$ cat src/rtl/nibble_operand_assembler_pkg.sv
// Shared constants and FSM encoding for the nibble operand assembler.
// NIBBLE_W and OPC_WIDTH are also used by the ALU core.
package nibble_operand_assembler_pkg;

    localparam int NIBBLE_W  = 4;
    localparam int OPC_WIDTH = 4;

    typedef enum logic [1:0] {
        LOAD_A  = 2'd0,
        LOAD_B  = 2'd1,
        LOAD_OP = 2'd2,
        PRESENT = 2'd3
    } asm_state_e;

endpackage

$ cat src/rtl/nibble_operand_assembler_shift_reg.sv
// nibble_shift_reg: LSB-first nibble shifter, one per operand.
// Ports: clock, reset_n (async low), shift_en, nib_in[3:0], q[W-1:0].
module nibble_shift_reg
    import nibble_operand_assembler_pkg::*;
#(
    parameter  int NIBBLES = 4,
    localparam int W       = NIBBLE_W * NIBBLES
) (
    input  logic                clock,
    input  logic                reset_n,
    input  logic                shift_en,
    input  logic [NIBBLE_W-1:0] nib_in,
    output logic [W-1:0]        q
);

    logic [W-1:0] r_q;

    // New nibble enters at the top so the first one ends up in bits [3:0].
    generate
        if (NIBBLES == 1) begin : g_one
            always_ff @(posedge clock or negedge reset_n) begin
                if (!reset_n)
                    r_q <= '0;
                else if (shift_en)
                    r_q <= nib_in;
            end
        end else begin : g_multi
            always_ff @(posedge clock or negedge reset_n) begin
                if (!reset_n)
                    r_q <= '0;
                else if (shift_en)
                    r_q <= {nib_in, r_q[W-1:NIBBLE_W]};
            end
        end
    endgenerate

    assign q = r_q;

endmodule

$ cat src/rtl/nibble_operand_assembler.sv
// Serial-to-parallel ALU front end: nibble stream -> op_a, op_b, opcode,
// presented with op_valid/op_ready. Inputs: clock, reset_n (async low),
// nib_in/nib_valid, flush, op_ready. Outputs: nib_ready, op_a, op_b,
// opcode, op_valid, busy. Define NIBBLE_ASM_OPCOUNT_EN to add op_count[7:0].
module nibble_operand_assembler
    import nibble_operand_assembler_pkg::*;
#(
    parameter  int NIBBLES = 4,
    parameter  int OPC_W   = OPC_WIDTH,
    localparam int W       = NIBBLE_W * NIBBLES
) (
    input  logic                clock,
    input  logic                reset_n,
    input  logic [NIBBLE_W-1:0] nib_in,
    input  logic                nib_valid,
    output logic                nib_ready,
    input  logic                flush,
    output logic [W-1:0]        op_a,
    output logic [W-1:0]        op_b,
    output logic [OPC_W-1:0]    opcode,
    output logic                op_valid,
    input  logic                op_ready,
`ifdef NIBBLE_ASM_OPCOUNT_EN
    output logic [7:0]          op_count,
`endif
    output logic                busy
);

    localparam int CNT_W = (NIBBLES > 1) ? $clog2(NIBBLES) : 1;
    localparam logic [CNT_W-1:0] LAST = CNT_W'(NIBBLES - 1);

    generate
        if (OPC_W != NIBBLE_W || NIBBLES < 1 || NIBBLES > 8) begin : g_bad_cfg
            $error("nibble_operand_assembler: illegal OPC_W or NIBBLES");
        end
    endgenerate

    asm_state_e        r_state;
    logic [CNT_W-1:0]  r_nib_cnt;
    logic [OPC_W-1:0]  r_opcode;
    logic              r_op_valid;

    logic w_accept;
    logic w_shift_a;
    logic w_shift_b;
    logic w_handshake;

    // Flush drops any nibble offered in the same cycle.
    assign w_accept    = nib_valid && nib_ready && !flush;
    assign w_shift_a   = w_accept && (r_state == LOAD_A);
    assign w_shift_b   = w_accept && (r_state == LOAD_B);
    assign w_handshake = r_op_valid && op_ready;

    nibble_shift_reg #(.NIBBLES(NIBBLES)) u_sr_a (
        .clock    (clock),
        .reset_n  (reset_n),
        .shift_en (w_shift_a),
        .nib_in   (nib_in),
        .q        (op_a)
    );

    nibble_shift_reg #(.NIBBLES(NIBBLES)) u_sr_b (
        .clock    (clock),
        .reset_n  (reset_n),
        .shift_en (w_shift_b),
        .nib_in   (nib_in),
        .q        (op_b)
    );

    always_ff @(posedge clock or negedge reset_n) begin
        if (!reset_n) begin
            r_state    <= LOAD_A;
            r_nib_cnt  <= '0;
            r_opcode   <= '0;
            r_op_valid <= 1'b0;
        end else if (flush) begin
            r_state    <= LOAD_A;
            r_nib_cnt  <= '0;
            r_op_valid <= 1'b0;
        end else begin
            unique case (r_state)
                LOAD_A: begin
                    if (w_accept) begin
                        if (r_nib_cnt == LAST) begin
                            r_state   <= LOAD_B;
                            r_nib_cnt <= '0;
                        end else begin
                            r_nib_cnt <= r_nib_cnt + 1'b1;
                        end
                    end
                end
                LOAD_B: begin
                    if (w_accept) begin
                        if (r_nib_cnt == LAST) begin
                            r_state   <= LOAD_OP;
                            r_nib_cnt <= '0;
                        end else begin
                            r_nib_cnt <= r_nib_cnt + 1'b1;
                        end
                    end
                end
                LOAD_OP: begin
                    if (w_accept) begin
                        r_opcode   <= nib_in[OPC_W-1:0];
                        r_state    <= PRESENT;
                        r_op_valid <= 1'b1;
                    end
                end
                PRESENT: begin
                    if (w_handshake) begin
                        r_state    <= LOAD_A;
                        r_op_valid <= 1'b0;
                    end
                end
                default: r_state <= LOAD_A;
            endcase
        end
    end

`ifdef NIBBLE_ASM_OPCOUNT_EN
    logic [7:0] r_op_count;

    // Counts every consumed operation, flush-coincident ones included.
    always_ff @(posedge clock or negedge reset_n) begin
        if (!reset_n)
            r_op_count <= '0;
        else if (w_handshake)
            r_op_count <= r_op_count + 8'd1;
    end

    assign op_count = r_op_count;
`endif

    // Ready depends on state only, never on op_ready.
    assign nib_ready = (r_state != PRESENT);
    assign busy      = (r_nib_cnt != '0) || (r_state == LOAD_B) ||
                       (r_state == LOAD_OP);
    assign opcode    = r_opcode;
    assign op_valid  = r_op_valid;

endmodule

$ cat config.mk
export PLATFORM = sky130hd
export DESIGN_NAME = nibble_operand_assembler
export DESIGN_NICKNAME = d
export VERILOG_FILES = /design/src/rtl/nibble_operand_assembler_pkg.sv /design/src/rtl/nibble_operand_assembler_shift_reg.sv /design/src/rtl/nibble_operand_assembler.sv
export SDC_FILE = /design/constraint.sdc
export NUM_CORES = 1
export LEC_CHECK = 0
export BUFFER_PORTS_ARGS = -buffer_cell sky130_fd_sc_hd__buf_2
export CORE_ASPECT_RATIO = 1.1
export CORE_UTILIZATION = 44
export CTS_BUF_LIST = sky130_fd_sc_hd__clkbuf_4 sky130_fd_sc_hd__clkbuf_8 sky130_fd_sc_hd__clkbuf_16
export CTS_CLUSTER_DIAMETER = 30
export DETAILED_ROUTE_END_ITERATION = 7
export PLACE_DENSITY = 0.77
export REMOVE_ABC_BUFFERS = 1
export SLEW_MARGIN = 20
export SYNTH_ARGS = -nofsm -noshare
export SYNTH_HDL_FRONTEND = slang
export SYNTH_SLANG_ARGS = --single-unit
export TNS_END_PERCENT = 10
$ cat constraint.sdc
create_clock -name clock -period 3.65 [get_ports clock]
set_clock_uncertainty 0.15 [all_clocks]
set_input_delay 0.73 -clock clock [delete_from_list [all_inputs] [get_ports clock]]
set_output_delay 0.73 -clock clock [all_outputs]
set_load 0.01 [all_outputs]
# Word-level counts from Yosys, hierarchy flattened
# Cells that the tools add are included.
dict set report op_classes {
  addsub 1
  eq_ne 11
  mux 16
  bitwise_logic 1
  reduce_logical 18
}
# operator count
set op_table {}
lappend op_table {{2-to-1 mux 2 bit} 11}
lappend op_table {{inequality test 3 bit (second input constant)} 5}
lappend op_table {{case mux 2 bit (4 select lines)} 1}
lappend op_table {{== test 2 bit (second input constant)} 3}
lappend op_table {{AND reduction 3 bit} 2}
lappend op_table {{AND reduction 6 bit} 1}
lappend op_table {{nonzero test 2 bit} 3}
lappend op_table {{logical AND 1 bit} 5}
lappend op_table {{2-to-1 mux 1 bit} 3}
lappend op_table {{inequality test 3 x 2 -> 1 bit (second input constant)} 1}
lappend op_table {{nonzero test 3 bit} 1}
lappend op_table {{adder 2 x 1 -> 2 bit (second input constant)} 1}
lappend op_table {{== test 2 x 1 -> 1 bit (second input constant)} 1}
lappend op_table {{zero test 2 bit} 1}
lappend op_table {{logical OR 1 bit} 2}
lappend op_table {{inequality test 2 bit (second input constant)} 1}
lappend op_table {{case mux 1 bit (2 select lines)} 1}
lappend op_table {{AND reduction 2 bit} 1}
lappend op_table {{OR reduction 2 bit} 1}
lappend op_table {{zero test 1 bit} 1}
lappend op_table {{NOT 1 bit} 1}
dict set report word_totals {
  register_bits 41
  word_cells 53
}

# Logic depth before layout (Yosys ltp)
# Gate-level depths: netlist (run 1).
dict set report depth {
  word_depth 6
  mapped_depth 6
  depth_no_buf 5
}

# By module
# A second synthesis (run 1) with hierarchy kept.
dict set report unflattened {
  cells_unflattened 123
  hier_area_um2 1870.5
}
# module n_inst cells_each area_per_inst_um2
set by_module_without_submodules {}
lappend by_module_without_submodules {nibble_shift_reg 2 34 649.4}
lappend by_module_without_submodules {nibble_operand_assembler 1 55 571.8}

# Worst setup path after synthesis (run 1)
# No wires, ideal clock.
dict set report synth_timing {
  kind {input-to-reg}
  startpoint {input port flush}
  endpoint {register u_sr_a.r_q[0], in the netlist u_sr_a.q[0]}
  setup_time_ns 0.125
  t_arrival_ns 1.620
  required_ns 3.375
  slack_ns 1.755
  stages 5
  cell_sequence {nor3b_2 and2_1 buf_6 buf_8 mux2_4}
}
dict set report synth_via {
  elab_chain_len 3
}
# element line_no
set synth_rtl {}
lappend synth_rtl {{start: declaration} nibble_operand_assembler.sv:17} ;# input logic flush,
lappend synth_rtl {{zero test 1 bit} nibble_operand_assembler.sv:49} ;# assign w_accept = nib_valid && nib_ready && !flush;
lappend synth_rtl {{logical AND 1 bit} nibble_operand_assembler.sv:49}
lappend synth_rtl {{logical AND 1 bit} nibble_operand_assembler.sv:50} ;# assign w_shift_a = w_accept && (r_state == LOAD_A);
lappend synth_rtl {{end signal: assignment} nibble_operand_assembler_shift_reg.sv:32} ;# r_q <= {nib_in, r_q[W-1:NIBBLE_W]};
lappend synth_rtl {{end: declaration} nibble_operand_assembler_shift_reg.sv:16} ;# logic [W-1:0] r_q;
# No other way between the ends.
# A chain may end at the register's enable or synchronous reset.

# Worst setup path after layout (run 1)
dict set report layout_timing {
  startpoint {register r_state[0]}
  endpoint {register u_sr_a.r_q[4], in the netlist u_sr_a.q[4]}
}
dict set report layout_via {
  elab_chain_len 4
}
# element line_no
set layout_rtl {}
lappend layout_rtl {{start: declaration} nibble_operand_assembler.sv:38} ;# asm_state_e r_state;
lappend layout_rtl {{start signal: assignment} nibble_operand_assembler.sv:72} ;# r_state <= LOAD_A;
lappend layout_rtl {{start signal: assignment} nibble_operand_assembler.sv:77} ;# r_state <= LOAD_A;
lappend layout_rtl {{start signal: assignment} nibble_operand_assembler.sv:85} ;# r_state <= LOAD_B;
lappend layout_rtl {{inequality test 2 bit} nibble_operand_assembler.sv:135} ;# assign nib_ready = (r_state != PRESENT);
lappend layout_rtl {{logical AND 1 bit (2 in series)} nibble_operand_assembler.sv:49}
lappend layout_rtl {{logical AND 1 bit (*)} nibble_operand_assembler.sv:50}
# Every way passes the cells marked *; elsewhere a longest branch is shown, timed or not.

==> results of run 1 <==
[layout make-up]
| class | count | area, sq um |
|---|---|---|
| tap | 52 | 65.1 |
| fill | 337 | 1820 |
| multi-input combinational | 71 | 743 |
| clock inverter | 3 | 17.5 |
| inverter | 6 | 22.5 |
| clock buffer | 5 | 68.8 |
| timing repair buffer | 47 | 235 |
| sequential | 41 | 1030 |
[routing by layer]
metal	up-vias	wire (um)	track usage
met5	-	0	0
met4	0	77	0.0808
met3	11	192	0.0539
met2	41	1630	0.268
met1	564	1360	0.195
li1	521	-	-
[worst register-to-register path, delay by kind of cell, from the launching register on]
kind / cells / cell delay, ns
and+or+nand+nor: 2 / 0.96
muxes: 1 / 0.42
adders and majority gates: 1 / 0.29
DFF: 1 / 0.42
[synthesized netlist by cell type]
master                     count  area, sq um
sky130_fd_sc_hd__nor3b_2       1         12.5
sky130_fd_sc_hd__nor2b_1       1         6.26
sky130_fd_sc_hd__mux2_2       13          146
sky130_fd_sc_hd__o21bai_1      1         7.51
sky130_fd_sc_hd__nand2_1       5         18.8
sky130_fd_sc_hd__o21ai_0       3         15.0
sky130_fd_sc_hd__nor3_1        1         5.00
sky130_fd_sc_hd__a21oi_1       3         15.0
sky130_fd_sc_hd__nor2_1        2         7.51
sky130_fd_sc_hd__or4_1         1         7.51
sky130_fd_sc_hd__mux2_4       20          300
sky130_fd_sc_hd__buf_8         2         30.0
sky130_fd_sc_hd__dfrtp_1      41         1030
sky130_fd_sc_hd__mux2_1        3         33.8
sky130_fd_sc_hd__nand2b_1      1         6.26
sky130_fd_sc_hd__a221o_1       1         10.0
sky130_fd_sc_hd__buf_6         2         22.5
sky130_fd_sc_hd__a21bo_2       1         10.0
sky130_fd_sc_hd__ha_1          7         87.6
sky130_fd_sc_hd__and2_1        3         18.8
sky130_fd_sc_hd__mux2i_1       1         10.0
sky130_fd_sc_hd__o311a_1       1         10.0
sky130_fd_sc_hd__inv_1         6         22.5
sky130_fd_sc_hd__a22oi_1       1         7.51
sky130_fd_sc_hd__nand3b_1      1         7.51
[registers in the layout (all words and copies together), names as in the netlist]
register	flops
u_sr_a.q	16
u_sr_b.q	16
opcode	4
r_nib_cnt	2
r_state	2
op_valid	1
[kinds of logic (layout without fill, tap and decap cells)]
group / Yosys count / after routing / synth area share
flip-flops: 41 / 41 / 0.556
multiplexers: 37 / 37 / 0.266
AND/OR/NAND/NOR: 16 / 16 / 0.0489
AO/OA/AOI/OAI: 11 / 11 / 0.0407
buffers and inverters: 10 / 61 / 0.0407
adder cells (fa/ha/maj): 7 / 7 / 0.0475
[worst max-delay path by stage]
stage                           from      endpoint  slack [ns]
after floorplan                flush  u_sr_a.q[13]        1.46
after global placement         flush   u_sr_b.q[6]        1.19
after detailed placement       flush   u_sr_a.q[4]        1.13
after CTS                 r_state[0]   u_sr_a.q[4]        1.30
after global routing      r_state[0]   u_sr_a.q[8]        1.15
final                     r_state[0]   u_sr_a.q[4]        1.30
[stage by stage]
step | hold WS (ns) | std cells | setup WS [ns] | total power (uW)
after floorplan | 0.284 | 118 | 1.46 | 1290
after detailed placement | 0.320 | 217 | 1.13 | 1600
after global routing | 0.387 | 225 | 1.15 | 1990
after global placement | 0.317 | 217 | 1.19 | 1550
after CTS | 0.337 | 225 | 1.30 | 1890
final | 0.334 | 225 | 1.30 | 1860
[report_power, final]
part	switching (uW)	internal [uW]	total, uW
clock	151	132	282
combinational	351	434	785
sequential	139	653	791
==> results.md, run 1 <==
* Outcome: finished, final reports clean
* Critical-path maximum fanout at 16
* Maximum number of pins on one net before global-route repair at 42
* Aggregate negative setup slack at 0 ns
* MaxCap Viol Count at 0
* Total length of routed wires at 3.27 mm
* Setup slack on the worst flop-to-flop path at 1.30 ns
* Crit path depth at 4
* Number of port buffers at 47
* Total routing resource utilization after global routing at 0.165
* Total inserted antenna cells at 0
* Number of nets still failing antenna checks after routing at 0
* IR drop worst, VDD at 0.252 mV
* Max-slew violation count at 0
* Register bit total from synthesis at 41
* CP max-delay cell: sky130_fd_sc_hd__and2_1
* Total number of yosys warnings at 0
* Type of the worst min-delay path: reg -> reg
* Clock root buffer: sky130_fd_sc_hd__clkbuf_8
* Inserted Clock Buffers at 5
* Fin area at 0.00218 sq mm
* Remaining max-slew budget at the tightest pin at 0.412
* Post-synth cell types at 25
* Post-route core utilization at 0.545
* Wirelength per Cell at 14.5 um
* Pre-Repair DR Iteration Count at 4
* Clock Latency Late Sink at 0.29 ns
* Power density over the cells at 853 mW/mm^2
* Height of the die at 69.9 um
* Post-Syn Area per Cell at 15.1 sq um
* Overall die width at 63.7 um
* Post-route DRC at 0
* Final Wtd Congestion at 0.744
* Initial standard-cell utilization of the core at 0.462
* CTS tree: built
* Worst Path Buf+Inv at 0
* Period minus WS final at 2.35 ns
* Number of violations reported at the end of detailed-routing iteration 0 at 48
* Leakage dissipation at 0.00111 uW
* Most frequent cells in the layout: sky130_fd_sc_hd__buf_2 (47), sky130_fd_sc_hd__dfrtp_1 (41), sky130_fd_sc_hd__mux2_4 (20)
* Sequential cell area fraction in the yosys report at 0.556
* Cell Chain, Critical Path: ha_1 > nor3b_2 > and2_1 > mux2_2
* CP required at 3.67 ns
* Total cell area at the placement stage at 0.00209 sq mm
* Hold endpoint: u_sr_a.q[2]
* CP endpoint kind: flop
* Number of H-tree levels at 2
* Final count of negative-setup-slack endpoints at 0
* Critical path class: reg -> reg
* Number of placement rows at 24
* Core Footprint at 0.00399 sq mm
* Reg2reg path depth at 4
* Capture instance of the worst register-to-register path: u_sr_a.q[4]
* Number of global-route vias before repair at 1180
* Commonest non-fill, non-tap cell in the layout: sky130_fd_sc_hd__buf_2
* RR Startpoint: r_state[0]
* CP max stage delay at 0.74 ns
* Worst Tran Pin Value at 0.882 ns
* Data arrival time of the worst path at 2.37 ns
* Worst-path clk slew at 0.07 ns
* Final count of hold timing violations at 0
* Startpoint of the worst hold path: u_sr_a.q[2]
* Syn Std Cell Area at 0.00184 sq mm
* Aggregate global routing overflow at 0
* CP top delay family: simple AND/OR/NAND/NOR gates
* Cts hold-fix bufs at 0
* Area overhead of the layout relative to synthesis at 18.1%
* TritonCTS Sinks at 41
* Fraction of final layout cells with drive strength greater than 1 at 0.520
* Top Ports at 48
* Synth Instances at 122
* Number of nets in the final layout at 188
* Number of instances resized during post-cts repair at 0
* Share of the cycle needed by the critical path after routing at 0.643
* Max Buffers Root-to-Sink at 2
* Post-CTS Setup Inserts at 0
* HPWL after DPL at 2.45 mm
* DR vias/cell at 5.05
* Global-route wire length before repair at 5.51 mm
* Peak clock frequency supported by timing at 426 MHz
* Die Outline Area at 0.00445 sq mm
* Type of origin of the critical path: flop
* Hold depth at 1
* Unrepaired setup endpoints after global routing: false
* Initial antenna violation count at 0
* Via total after detailed routing at 1137
No activity file was read; power rests on OpenSTA's default activity.
==> inputs of run 2 (changes only) <==
PLACE_DENSITY = 0.8   (was 0.77)
clock period = 1.93 ns   (was 3.65 ns; I/O delays follow)
==> results.md, run 2 (synthesized netlist as in run 1, its figures left out) <==
* Initial standard-cell utilization of the core at 0.462
* Peak clock frequency supported by timing at 541 MHz
* Post-route DRC at 0
* Final Wtd Congestion at 0.923
* Unrepaired setup endpoints after global routing: false
* HPWL after DPL at 2.46 mm
* Critical-path maximum fanout at 5
* Initial antenna violation count at 0
* Die Outline Area at 0.00445 sq mm
* Footprint of the multi-input gates at 748 sq um
* Total inserted antenna cells at 0
* CP required at 1.39 ns
* Outcome: finished with violations
* Core Footprint at 0.00399 sq mm
* Most frequent cells in the layout: sky130_fd_sc_hd__buf_2 (47), sky130_fd_sc_hd__dfrtp_1 (41), sky130_fd_sc_hd__mux2_4 (20)
* Place WS at 0.0913 ns
* Number of placement rows at 24
* Final Total Pwr at 3690 uW
* Pre-Repair DR Iteration Count at 4
* Wirelength per Cell at 14.4 um
* TritonCTS Sinks at 41
* Number of H-tree levels at 2
* Fraction of final layout cells with drive strength greater than 1 at 0.542
* Number of nets still failing antenna checks after routing at 0
* Hold WS at -0.00799 ns
* Worst-path clk slew at 0.08 ns
* Filler instances at 326
* Capture instance of the worst register-to-register path: u_sr_a.q[8]
* Reg2reg path depth at 5
* Commonest non-fill, non-tap cell in the layout: sky130_fd_sc_hd__buf_2
* Type of origin of the critical path: flop
* MaxCap Viol Count at 0
* Crit path from: r_state[0]
* Final count of hold timing violations at 15
* Failing checks: hold timing
* Leakage dissipation at 0.00115 uW
* Area overhead of the layout relative to synthesis at 22.7%
* CTS tree: built
* Overall die width at 63.7 um
* Total length of routed wires at 3.30 mm
* Data arrival time of the worst path at 1.31 ns
* Top Ports at 48
* Fin area at 0.00226 sq mm
* Total cell area at the placement stage at 0.00215 sq mm
* Number of violations reported at the end of detailed-routing iteration 0 at 79
* Height of the die at 69.9 um
* IR drop worst, VDD at 0.518 mV
* Cts hold-fix bufs at 0
* Number of port buffers at 47
* Max-slew violation count at 0
* Critical path class: reg -> out
* Reg area at 0.00103 sq mm
* Aggregate global routing overflow at 0
* Number of global-route vias before repair at 1162
* Max Buffers Root-to-Sink at 2
* Via total after detailed routing at 1144
* Clock root buffer: sky130_fd_sc_hd__clkbuf_8
* RR Startpoint: r_state[0]
* Global-route wire length before repair at 5.69 mm
* Final count of negative-setup-slack endpoints at 0
* Maximum number of pins on one net before global-route repair at 42
* Share of the cycle needed by the critical path after routing at 0.959
* Inserted Clock Buffers at 5
* Clock Latency Late Sink at 0.29 ns
* Setup slack on the worst flop-to-flop path at 0.09 ns
* Period minus WS final at 1.85 ns
* Remaining max-slew budget at the tightest pin at 0.669
* Post-route worst setup slack at 0.0799 ns
* Worst Tran Pin Value at 0.496 ns
* Total routing resource utilization after global routing at 0.168
* DR vias/cell at 5.00
* Number of nets in the final layout at 193
* Power density over the cells at 1630 mW/mm^2
* CP endpoint kind: output pin
* Type of the worst min-delay path: in -> async
-- run 2: area by class of cell --
class                      instances  share of cell area
sequential                        41               0.453
multi-input combinational         71               0.331
timing repair buffer              52               0.132
clock buffer                       5              0.0304
tap                               52              0.0287
clock inverter                     2              0.0155
inverter                           6             0.00995
-- run 2: what timing repair did --
item / CTS / global route
gates resized for setup: 0 / 2
setup buffers: 0 / 0
endpoints found under the setup margin: 0 / 1
-- run 2: per-layer routing --
layer / part of all wire / wire, um / GRT usage / vias to the layer above
li1: - / - / - / 529
met1: 0.43 / 1430 / 0.222 / 569
met2: 0.49 / 1620 / 0.247 / 44
met3: 0.069 / 228 / 0.0637 / 2
met4: 0.0082 / 27 / 0.0657 / 0
met5: 0 / 0 / 0 / -
-- run 2: worst max-delay path by stage --
stage / cells after the start / slack [ns] / endpoint
final: 5 / 0.08 / busy
after global routing: 5 / 0.01 / r_nib_cnt[0]
after CTS: 5 / 0.01 / busy
after detailed placement: 5 / 0.09 / u_sr_a.q[8]
after global placement: 5 / 0.16 / u_sr_b.q[7]
after floorplan: 4 / -0.17 / u_sr_a.q[13]
-- run 2: through the flow --
step / hold WS (ns) / util / setup TNS, ns / cells
2_1_floorplan: -0.0596 / - / -4.23 / 118
3_3_place_gp: 0.313 / 0.539 / 0 / 222
3_5_place_dp: 0.324 / 0.539 / 0 / 222
4_1_cts: 0.000222 / 0.565 / 0 / 229
5_1_grt: 0.0162 / 0.567 / 0 / 229
6_report: -0.00799 / 0.567 / 0 / 229
-- run 2: critical path, stage by stage, from the launching register on --
cell and delay (ns):
sky130_fd_sc_hd__dfrtp_1 0.41, sky130_fd_sc_hd__inv_1 0.11, sky130_fd_sc_hd__ha_2 0.23, sky130_fd_sc_hd__nor2_1 0.10, sky130_fd_sc_hd__nand2_1 0.05, sky130_fd_sc_hd__buf_2 0.13
-- run 2: where the power goes --
| part | internal (uW) | switching (uW) |
|---|---|---|
| combinational | 857 | 670 |
| clock | 376 | 277 |
| sequential | 1240 | 272 |
